File: src/rtl/pipeline_pkg.sv
// pipeline_pkg
//   Shared types and constants for the integer pipeline.
//   - alu_ctrl_t   : ALU operation / branch-compare encoding (4 bits)
//   - fwd_sel_t    : operand forwarding source (none / writeback / memory)
//   - result_src_t : writeback result select
//   - DATA_WIDTH, REG_ADDR_WIDTH, CONTROL_WIDTH default widths
package pipeline_pkg;

  localparam int DATA_WIDTH     = 32;
  localparam int REG_ADDR_WIDTH = 5;
  localparam int CONTROL_WIDTH  = 4;

  typedef enum logic [3:0] {
    ALU_ADD  = 4'b0000,
    ALU_SUB  = 4'b0001,
    ALU_AND  = 4'b0010,
    ALU_OR   = 4'b0011,
    ALU_XOR  = 4'b0100,
    ALU_SLL  = 4'b0101,
    ALU_SRL  = 4'b0110,
    ALU_SRA  = 4'b0111,
    ALU_SLT  = 4'b1000,
    ALU_SLTU = 4'b1001,
    ALU_BEQ  = 4'b1010,
    ALU_BNE  = 4'b1011,
    ALU_BLT  = 4'b1100,
    ALU_BGE  = 4'b1101,
    ALU_BLTU = 4'b1110,
    ALU_BGEU = 4'b1111
  } alu_ctrl_t;

  typedef enum logic [1:0] {
    FWD_NONE = 2'b00,
    FWD_W    = 2'b01,
    FWD_M    = 2'b10
  } fwd_sel_t;

  typedef enum logic [1:0] {
    RES_ALU = 2'b00,
    RES_MEM = 2'b01,
    RES_PC4 = 2'b10
  } result_src_t;

endpackage

File: src/rtl/fwd_mux.sv
// fwd_mux
//   Forwarding selector plus 3:1 operand mux for one execute-stage source operand.
//   Priority: MEM-stage result, then WB-stage result, then the register-file value
//   captured at decode. Register x0 is never forwarded.
// Ports
//   rs_e         in  source register index held in ID/EX
//   rf_data_e    in  register-file read data held in ID/EX
//   alu_result_m in  MEM-stage ALU result;  rd_m / reg_write_m in  MEM destination
//   result_w     in  WB-stage result;       rd_w / reg_write_w in  WB destination
//   fwd_data     out selected operand
//   fwd_sel      out which source was chosen
// Parameter FWD_EN = 0 disables forwarding: output is always rf_data_e / FWD_NONE.
module fwd_mux
  import pipeline_pkg::*;
#(
  parameter int DATA_WIDTH     = 32,
  parameter int REG_ADDR_WIDTH = 5,
  parameter bit FWD_EN         = 1'b1
) (
  input  logic [REG_ADDR_WIDTH-1:0] rs_e,
  input  logic [DATA_WIDTH-1:0]     rf_data_e,
  input  logic [DATA_WIDTH-1:0]     alu_result_m,
  input  logic [REG_ADDR_WIDTH-1:0] rd_m,
  input  logic                      reg_write_m,
  input  logic [DATA_WIDTH-1:0]     result_w,
  input  logic [REG_ADDR_WIDTH-1:0] rd_w,
  input  logic                      reg_write_w,
  output logic [DATA_WIDTH-1:0]     fwd_data,
  output fwd_sel_t                  fwd_sel
);

  logic match_m;
  logic match_w;

  always_comb begin
    match_m = FWD_EN && reg_write_m && (rd_m != '0) && (rd_m == rs_e);
    match_w = FWD_EN && reg_write_w && (rd_w != '0) && (rd_w == rs_e);

    // MEM holds the younger write, so it wins when both stages match
    if (match_m)      fwd_sel = FWD_M;
    else if (match_w) fwd_sel = FWD_W;
    else              fwd_sel = FWD_NONE;

    case (fwd_sel)
      FWD_M:   fwd_data = alu_result_m;
      FWD_W:   fwd_data = result_w;
      default: fwd_data = rf_data_e;
    endcase
  end

endmodule

File: src/rtl/id_ex_stage.sv
// id_ex_stage
//   ID/EX pipeline register plus execute operand selection feeding the ALU.
//   Captures decode outputs each cycle, forwards MEM/WB results on RAW hazards and
//   drives src_a_e / src_b_e / alu_ctrl_e. Update priority: reset > flush > stall > load.
//   Reset and flush both load the all-zero bubble (ADD x0,x0, no side effects, valid_e=0).
// Ports
//   clk, rst_n (sync, active-low), stall_e (hold), flush_e (bubble)
//   *_d          decode-stage instruction fields and control strobes
//   *_m, *_w     MEM / WB forwarding sources and destinations
//   src_a_e, src_b_e, alu_ctrl_e   ALU operands and operation
//   write_data_e forwarded rs2 for stores;  pc_target_e = pc_e + imm_ext_e
//   pc_e, pcplus4_e, rs1_e, rs2_e, rd_e, control strobes, result_src_e, valid_e
//   fwd_a_sel_e, fwd_b_sel_e  forwarding choice, for the hazard unit / debug
// Configuration
//   IDEX_FWD_EN defined   : MEM/WB forwarding enabled.
//   IDEX_FWD_EN undefined : operands come straight from rd1_e/rd2_e, selects stay
//                           FWD_NONE; M/W ports remain but are ignored.
module id_ex_stage
  import pipeline_pkg::*;
#(
  parameter int DATA_WIDTH     = 32,
  parameter int REG_ADDR_WIDTH = 5,
  parameter int CONTROL_WIDTH  = 4
) (
  input  logic                      clk,
  input  logic                      rst_n,
  input  logic                      stall_e,
  input  logic                      flush_e,
  input  logic                      valid_d,
  input  logic [DATA_WIDTH-1:0]     rd1_d,
  input  logic [DATA_WIDTH-1:0]     rd2_d,
  input  logic [DATA_WIDTH-1:0]     pc_d,
  input  logic [DATA_WIDTH-1:0]     pcplus4_d,
  input  logic [DATA_WIDTH-1:0]     imm_ext_d,
  input  logic [REG_ADDR_WIDTH-1:0] rs1_d,
  input  logic [REG_ADDR_WIDTH-1:0] rs2_d,
  input  logic [REG_ADDR_WIDTH-1:0] rd_d,
  input  logic [CONTROL_WIDTH-1:0]  alu_ctrl_d,
  input  logic                      alu_src_a_d,
  input  logic                      alu_src_b_d,
  input  logic                      reg_write_d,
  input  logic                      mem_write_d,
  input  logic                      branch_d,
  input  logic                      jump_d,
  input  logic [1:0]                result_src_d,
  input  logic [DATA_WIDTH-1:0]     alu_result_m,
  input  logic [REG_ADDR_WIDTH-1:0] rd_m,
  input  logic                      reg_write_m,
  input  logic [DATA_WIDTH-1:0]     result_w,
  input  logic [REG_ADDR_WIDTH-1:0] rd_w,
  input  logic                      reg_write_w,
  output logic [DATA_WIDTH-1:0]     src_a_e,
  output logic [DATA_WIDTH-1:0]     src_b_e,
  output logic [CONTROL_WIDTH-1:0]  alu_ctrl_e,
  output logic [DATA_WIDTH-1:0]     write_data_e,
  output logic [DATA_WIDTH-1:0]     pc_target_e,
  output logic [DATA_WIDTH-1:0]     pc_e,
  output logic [DATA_WIDTH-1:0]     pcplus4_e,
  output logic [REG_ADDR_WIDTH-1:0] rs1_e,
  output logic [REG_ADDR_WIDTH-1:0] rs2_e,
  output logic [REG_ADDR_WIDTH-1:0] rd_e,
  output logic                      reg_write_e,
  output logic                      mem_write_e,
  output logic                      branch_e,
  output logic                      jump_e,
  output logic                      valid_e,
  output logic [1:0]                result_src_e,
  output fwd_sel_t                  fwd_a_sel_e,
  output fwd_sel_t                  fwd_b_sel_e
);

`ifdef IDEX_FWD_EN
  localparam bit FWD_EN = 1'b1;
`else
  localparam bit FWD_EN = 1'b0;
`endif

  logic [DATA_WIDTH-1:0]     rd1_p1;
  logic [DATA_WIDTH-1:0]     rd2_p1;
  logic [DATA_WIDTH-1:0]     pc_p1;
  logic [DATA_WIDTH-1:0]     pcplus4_p1;
  logic [DATA_WIDTH-1:0]     imm_ext_p1;
  logic [REG_ADDR_WIDTH-1:0] rs1_p1;
  logic [REG_ADDR_WIDTH-1:0] rs2_p1;
  logic [REG_ADDR_WIDTH-1:0] rd_p1;
  logic [CONTROL_WIDTH-1:0]  alu_ctrl_p1;
  logic                      alu_src_a_p1;
  logic                      alu_src_b_p1;
  logic                      reg_write_p1;
  logic                      mem_write_p1;
  logic                      branch_p1;
  logic                      jump_p1;
  logic                      vld_p1;
  logic [1:0]                result_src_p1;

  logic [DATA_WIDTH-1:0]     fwd_a;
  logic [DATA_WIDTH-1:0]     fwd_b;

  // ---- decode -> execute register boundary ----
  always_ff @(posedge clk) begin
    if (!rst_n || flush_e) begin
      rd1_p1        <= '0;
      rd2_p1        <= '0;
      pc_p1         <= '0;
      pcplus4_p1    <= '0;
      imm_ext_p1    <= '0;
      rs1_p1        <= '0;
      rs2_p1        <= '0;
      rd_p1         <= '0;
      alu_ctrl_p1   <= '0;
      alu_src_a_p1  <= 1'b0;
      alu_src_b_p1  <= 1'b0;
      reg_write_p1  <= 1'b0;
      mem_write_p1  <= 1'b0;
      branch_p1     <= 1'b0;
      jump_p1       <= 1'b0;
      vld_p1        <= 1'b0;
      result_src_p1 <= '0;
    end else if (!stall_e) begin
      rd1_p1        <= rd1_d;
      rd2_p1        <= rd2_d;
      pc_p1         <= pc_d;
      pcplus4_p1    <= pcplus4_d;
      imm_ext_p1    <= imm_ext_d;
      rs1_p1        <= rs1_d;
      rs2_p1        <= rs2_d;
      rd_p1         <= rd_d;
      alu_ctrl_p1   <= alu_ctrl_d;
      alu_src_a_p1  <= alu_src_a_d;
      alu_src_b_p1  <= alu_src_b_d;
      reg_write_p1  <= reg_write_d;
      mem_write_p1  <= mem_write_d;
      branch_p1     <= branch_d;
      jump_p1       <= jump_d;
      vld_p1        <= valid_d;
      result_src_p1 <= result_src_d;
    end
  end

  // ---- execute: operand forwarding and selection ----
  fwd_mux #(
    .DATA_WIDTH     (DATA_WIDTH),
    .REG_ADDR_WIDTH (REG_ADDR_WIDTH),
    .FWD_EN         (FWD_EN)
  ) u_fwd_a (
    .rs_e         (rs1_p1),
    .rf_data_e    (rd1_p1),
    .alu_result_m (alu_result_m),
    .rd_m         (rd_m),
    .reg_write_m  (reg_write_m),
    .result_w     (result_w),
    .rd_w         (rd_w),
    .reg_write_w  (reg_write_w),
    .fwd_data     (fwd_a),
    .fwd_sel      (fwd_a_sel_e)
  );

  fwd_mux #(
    .DATA_WIDTH     (DATA_WIDTH),
    .REG_ADDR_WIDTH (REG_ADDR_WIDTH),
    .FWD_EN         (FWD_EN)
  ) u_fwd_b (
    .rs_e         (rs2_p1),
    .rf_data_e    (rd2_p1),
    .alu_result_m (alu_result_m),
    .rd_m         (rd_m),
    .reg_write_m  (reg_write_m),
    .result_w     (result_w),
    .rd_w         (rd_w),
    .reg_write_w  (reg_write_w),
    .fwd_data     (fwd_b),
    .fwd_sel      (fwd_b_sel_e)
  );

  always_comb begin
    src_a_e      = alu_src_a_p1 ? pc_p1 : fwd_a;
    src_b_e      = alu_src_b_p1 ? imm_ext_p1 : fwd_b;
    // stores need the forwarded rs2 even when SrcB is the immediate offset
    write_data_e = fwd_b;
    pc_target_e  = pc_p1 + imm_ext_p1;
  end

  assign alu_ctrl_e   = alu_ctrl_p1;
  assign pc_e         = pc_p1;
  assign pcplus4_e    = pcplus4_p1;
  assign rs1_e        = rs1_p1;
  assign rs2_e        = rs2_p1;
  assign rd_e         = rd_p1;
  assign reg_write_e  = reg_write_p1;
  assign mem_write_e  = mem_write_p1;
  assign branch_e     = branch_p1;
  assign jump_e       = jump_p1;
  assign valid_e      = vld_p1;
  assign result_src_e = result_src_p1;

endmodule
File: config.mk
export PLATFORM = sky130hd
export DESIGN_NAME = id_ex_stage
export DESIGN_NICKNAME = d
export VERILOG_FILES = /design/src/rtl/pipeline_pkg.sv /design/src/rtl/fwd_mux.sv /design/src/rtl/id_ex_stage.sv
export SDC_FILE = /design/constraint.sdc
export NUM_CORES = 1
export LEC_CHECK = 0
export ABC_AREA = 0
export BUFFER_PORTS_ARGS = -buffer_cell sky130_fd_sc_hd__buf_2
export CAP_MARGIN = 20
export CORE_AREA = 2 2 192 194
export CTS_CLUSTER_DIAMETER = 30
export DETAILED_ROUTE_END_ITERATION = 8
export DIE_AREA = 0 0 194 196
export SLEW_MARGIN = 20
export SYNTH_ARGS = -nofsm -noshare
export SYNTH_HDL_FRONTEND = slang
export SYNTH_SLANG_ARGS = --single-unit
File: constraint.sdc
create_clock -name clk -period 4.8 [get_ports clk]
set_input_delay 0.24 -clock clk [delete_from_list [all_inputs] [get_ports clk]]
set_output_delay 0.24 -clock clk [all_outputs]
set_load 0.02 [all_outputs]
==> impl_metrics.yaml <==
clock_tree:
  numCtsBuffers: 17
  root_buffer: "clkbuf_16"
  cts_setup_buffers: 0
  path_clk_slew_ns: 0.08
  cts_tree: "yes"
  htreeDepth: 4
  cts_resized: 0
  clkSinkCount: 188
  clockBufferDepth: 2
  clk-insertion-delay-late_ns: 0.44
floorplan:
  fp.dieW_um: 194
  start_util_pct: 24.5
  die_h_um: 196
  core_um2: 36100
  row_count: 70
  io_pins: 490
  die-area_um2: 38000
synth:
  yosysSeqAreaShare_pct: 42.6
  synth_top_cell_by_area: "dfxtp_1"
  yosys_register_bits: 188
  synth.top_cell.area_share_pct: 42.6
  synth_enable_flop_cells: 0
  synth_area_leaders: "dfxtp_1 43%, mux2i_1 21%, nor2_1 8.7%"
  ys_dominant_reg_cell: "dfxtp_1"
  synthCells: 902
  avgSynthCellArea_um2: 9.80
  ys.warnings.count: 0
  synthesis.area_um2: 8840
  async_reset_ff_share_pct: 0
  synth_cell_type_count: 44
cells_and_area:
  layout_commonest_cell: "buf_2"
  finalInstanceArea_um2: 12700
  num-nets-final: 1656
  layout-drive-gt1-share_pct: 37.5
  mostFrequentLayoutCells: "408 x buf_2, 206 x nor2_1, 188 x mux2i_1"
  nFillCells: 3726
  diodes: 0
  synthToLayoutAreaGrowth_pct: 43.6
routing:
  dr.pass1.iters: 6
  antenna_left: 0
  post_drt_wl_per_cell_um: 15.9
  drc: 0
  via_count: 8066
  via_per_inst: 4.39
  drt_iter0_drc: 262
  wirelength_um: 29300
worst_setup_path:
  cp_cell_sequence: "ha_1, fa_1, a21oi_1, o22ai_1, o31a_1, a211oi_2, nor2_1, a211oi_1, o21ai_0, xor2_1, buf_2"
  reg2reg_depth: 2
  crit_buf_inv: 1
  reg2reg_to: "alu_src_b_p1"
  critical_path_class: "reg2out"
  required_ns: 4.56
  cp-startpoint: "pc_e[0]"
  cp-end-kind: "output pin"
  start_kind: "flop"
  crit_path_max_incr_delay_ns: 0.52
  rr_startpoint: "alu_src_b_p1"
  cp_top_family: "compound AO/OA/AOI/OAI gates"
  worst_path_max_delay_cell: "a211oi_1"
  crit_cells: 11
  rrSetupSlack_ns: 3.43
  critPathCapture: "pc_target_e[26]"
  critPathArrivalTime_ns: 3.86
  critPathMaxFanout: 4
timing:
  finalHoldViolations: 0
  worst_pin_slew_ns: 1.37
  setup_viol: 0
  rsz0062_at_grt: "no"
  fin_skew_ns: 0
  relSlewSlack_pct: 8.93
  drv_slew: 0
  fin_crit_sh_pct: 85.5
  final.setup.tns_ns: 0
  post-route-min-period_ns: 4.10
  fmax_mhz: 244
global_routing:
  grt-ovfl-total: 0
  grt_pass1_vias: 8197
  grt_max_degree: 189
  grtUsageTotal_pct: 15.1
  antenna_found_initial: 1
  grt_pass1_wl_um: 45100
power_and_ir_drop:
  cellLeakagePower_uw: 0.00665
  ir_drop_uv: 241
  power_frac_seq_pct: 44.8
  p_switching_uw: 1040
  clkPwrFrac_pct: 39.7
  combPwrFrac_pct: 15.5
  p_int_uw: 2680
  p_sw_share_pct: 27.9
  p_per_area_nw_per_um2: 292
worst_hold_path:
  hold_class: "in2reg"
placed_design:
  port_buffers: 409
  dpl_cell_area_um2: 11300
  routabilityCongestion: 0.811
  hpwl_um: 21200
flow_run:
  maxCapViolations: 0
outcome:
  outcome: "complete, no violations"
==> metal layers <==
| metal | global-route usage, % | share of wire, % | vias to the layer above | wire length (µm) |
|---|---|---|---|---|
| met4 | 4.57 | 1.6 | 2 | 472 |
| met5 | 0 | 0.041 | - | 12 |
| li1 | - | - | 4011 | - |
| met2 | 25.9 | 49 | 264 | 14300 |
| met3 | 4.30 | 5.8 | 25 | 1710 |
| met1 | 18.4 | 44 | 3764 | 12800 |
==> power groups by stage <==
stage | logic [µW] | clock network, µW | registers [µW]
2_1_floorplan | 297 | 0 | 1720
3_3_place_gp | 520 | 0 | 1700
3_5_place_dp | 525 | 0 | 1700
4_1_cts | 578 | 1540 | 1660
5_1_grt | 623 | 1580 | 1670
6_report | 575 | 1480 | 1660
==> worst register-to-register path, cell delays in order (launching register included) <==
cell	delay, ns
dfxtp_2	1.00
mux2i_1	0.18
nor2_1	0.12
==> cells in the mapped netlist, drive strengths merged, types with 2 or more instances <==
cell / instances
a31oi: 3
ha: 31
dfxtp: 188
xor2: 14
and3: 4
mux2i: 188
o22ai: 2
clkbuf: 35
inv: 7
nor3: 3
o211ai: 6
nand2: 22
buf: 23
xnor2: 17
o21ai: 14
a21o: 13
o21bai: 2
mux2: 64
o21a: 3
nand2b: 2
nand3: 2
and2: 2
a211oi: 4
a21oi: 27
nand4: 4
nor2: 206
==> cell families after synthesis <==
logic type / Yosys count / share of synthesized area [%]
compound gates: 82 / 6.06
xor+xnor: 31 / 3.07
fa+ha+maj: 32 / 4.61
buf+inv: 65 / 2.93
flops: 188 / 42.6
mux: 252 / 29.4
other cells: 1 / 0.0424
simple gates: 251 / 11.3
==> registers in the layout, summed over array words and instances, names as in the netlist <==
register,count
reg_write_e,1
pc_e,32
imm_ext_p1,32
rs2_e,5
rd2_p1,32
jump_e,1
pcplus4_e,32
branch_e,1
alu_src_b_p1,1
rd1_p1,32
result_src_e,2
mem_write_e,1
rd_e,5
rs1_e,5
alu_src_a_p1,1
valid_e,1
alu_ctrl_e,4
==> layout make-up <==
cell class / instances / area [µm²] / share of cell area [%]
well taps: 468 / 586 / 4.61
inverters: 7 / 26.3 / 0.207
multi-input cells: 652 / 4840 / 38.1
flip-flops and latches: 188 / 3770 / 29.7
repair buffers: 490 / 2890 / 22.7
clock inverters: 13 / 151 / 1.19
clock buffers: 19 / 443 / 3.49
==> metrics by stage <==
step,setup WS [ns],std cells,util (%),hold WS [ns],total power (µW)
after floorplan,1.75,905,-,0.384,2010
after global placement,1.18,1727,31.4,0.467,2220
after detailed placement,1.19,1727,31.4,0.475,2230
after CTS,0.660,1837,35.2,0.0000621,3780
after global routing,0.456,1837,35.2,0.00507,3880
final,0.698,1837,35.2,0.0247,3710
==> how the worst min path moves through the flow <==
stage                       start       endpoint  cells past startpoint
finish              pcplus4_d[18]  pcplus4_e[18]                      3
global route             rd2_d[2]      rd2_p1[2]                      3
CTS                 pcplus4_d[18]  pcplus4_e[18]                      3
detailed placement        pc_d[0]        pc_e[0]                      3
global placement          rd_d[4]        rd_e[4]                      3
floorplan           alu_ctrl_d[0]  alu_ctrl_e[0]                      2
==> timing repair <==
| item | in CTS | in global routing |
|---|---|---|
| hold buffers | 78 | 0 |
| endpoints found under the setup margin | 0 | 0 |
| endpoints found under the hold margin | 78 | 0 |
No activity file was read; power rests on OpenSTA's default activity.
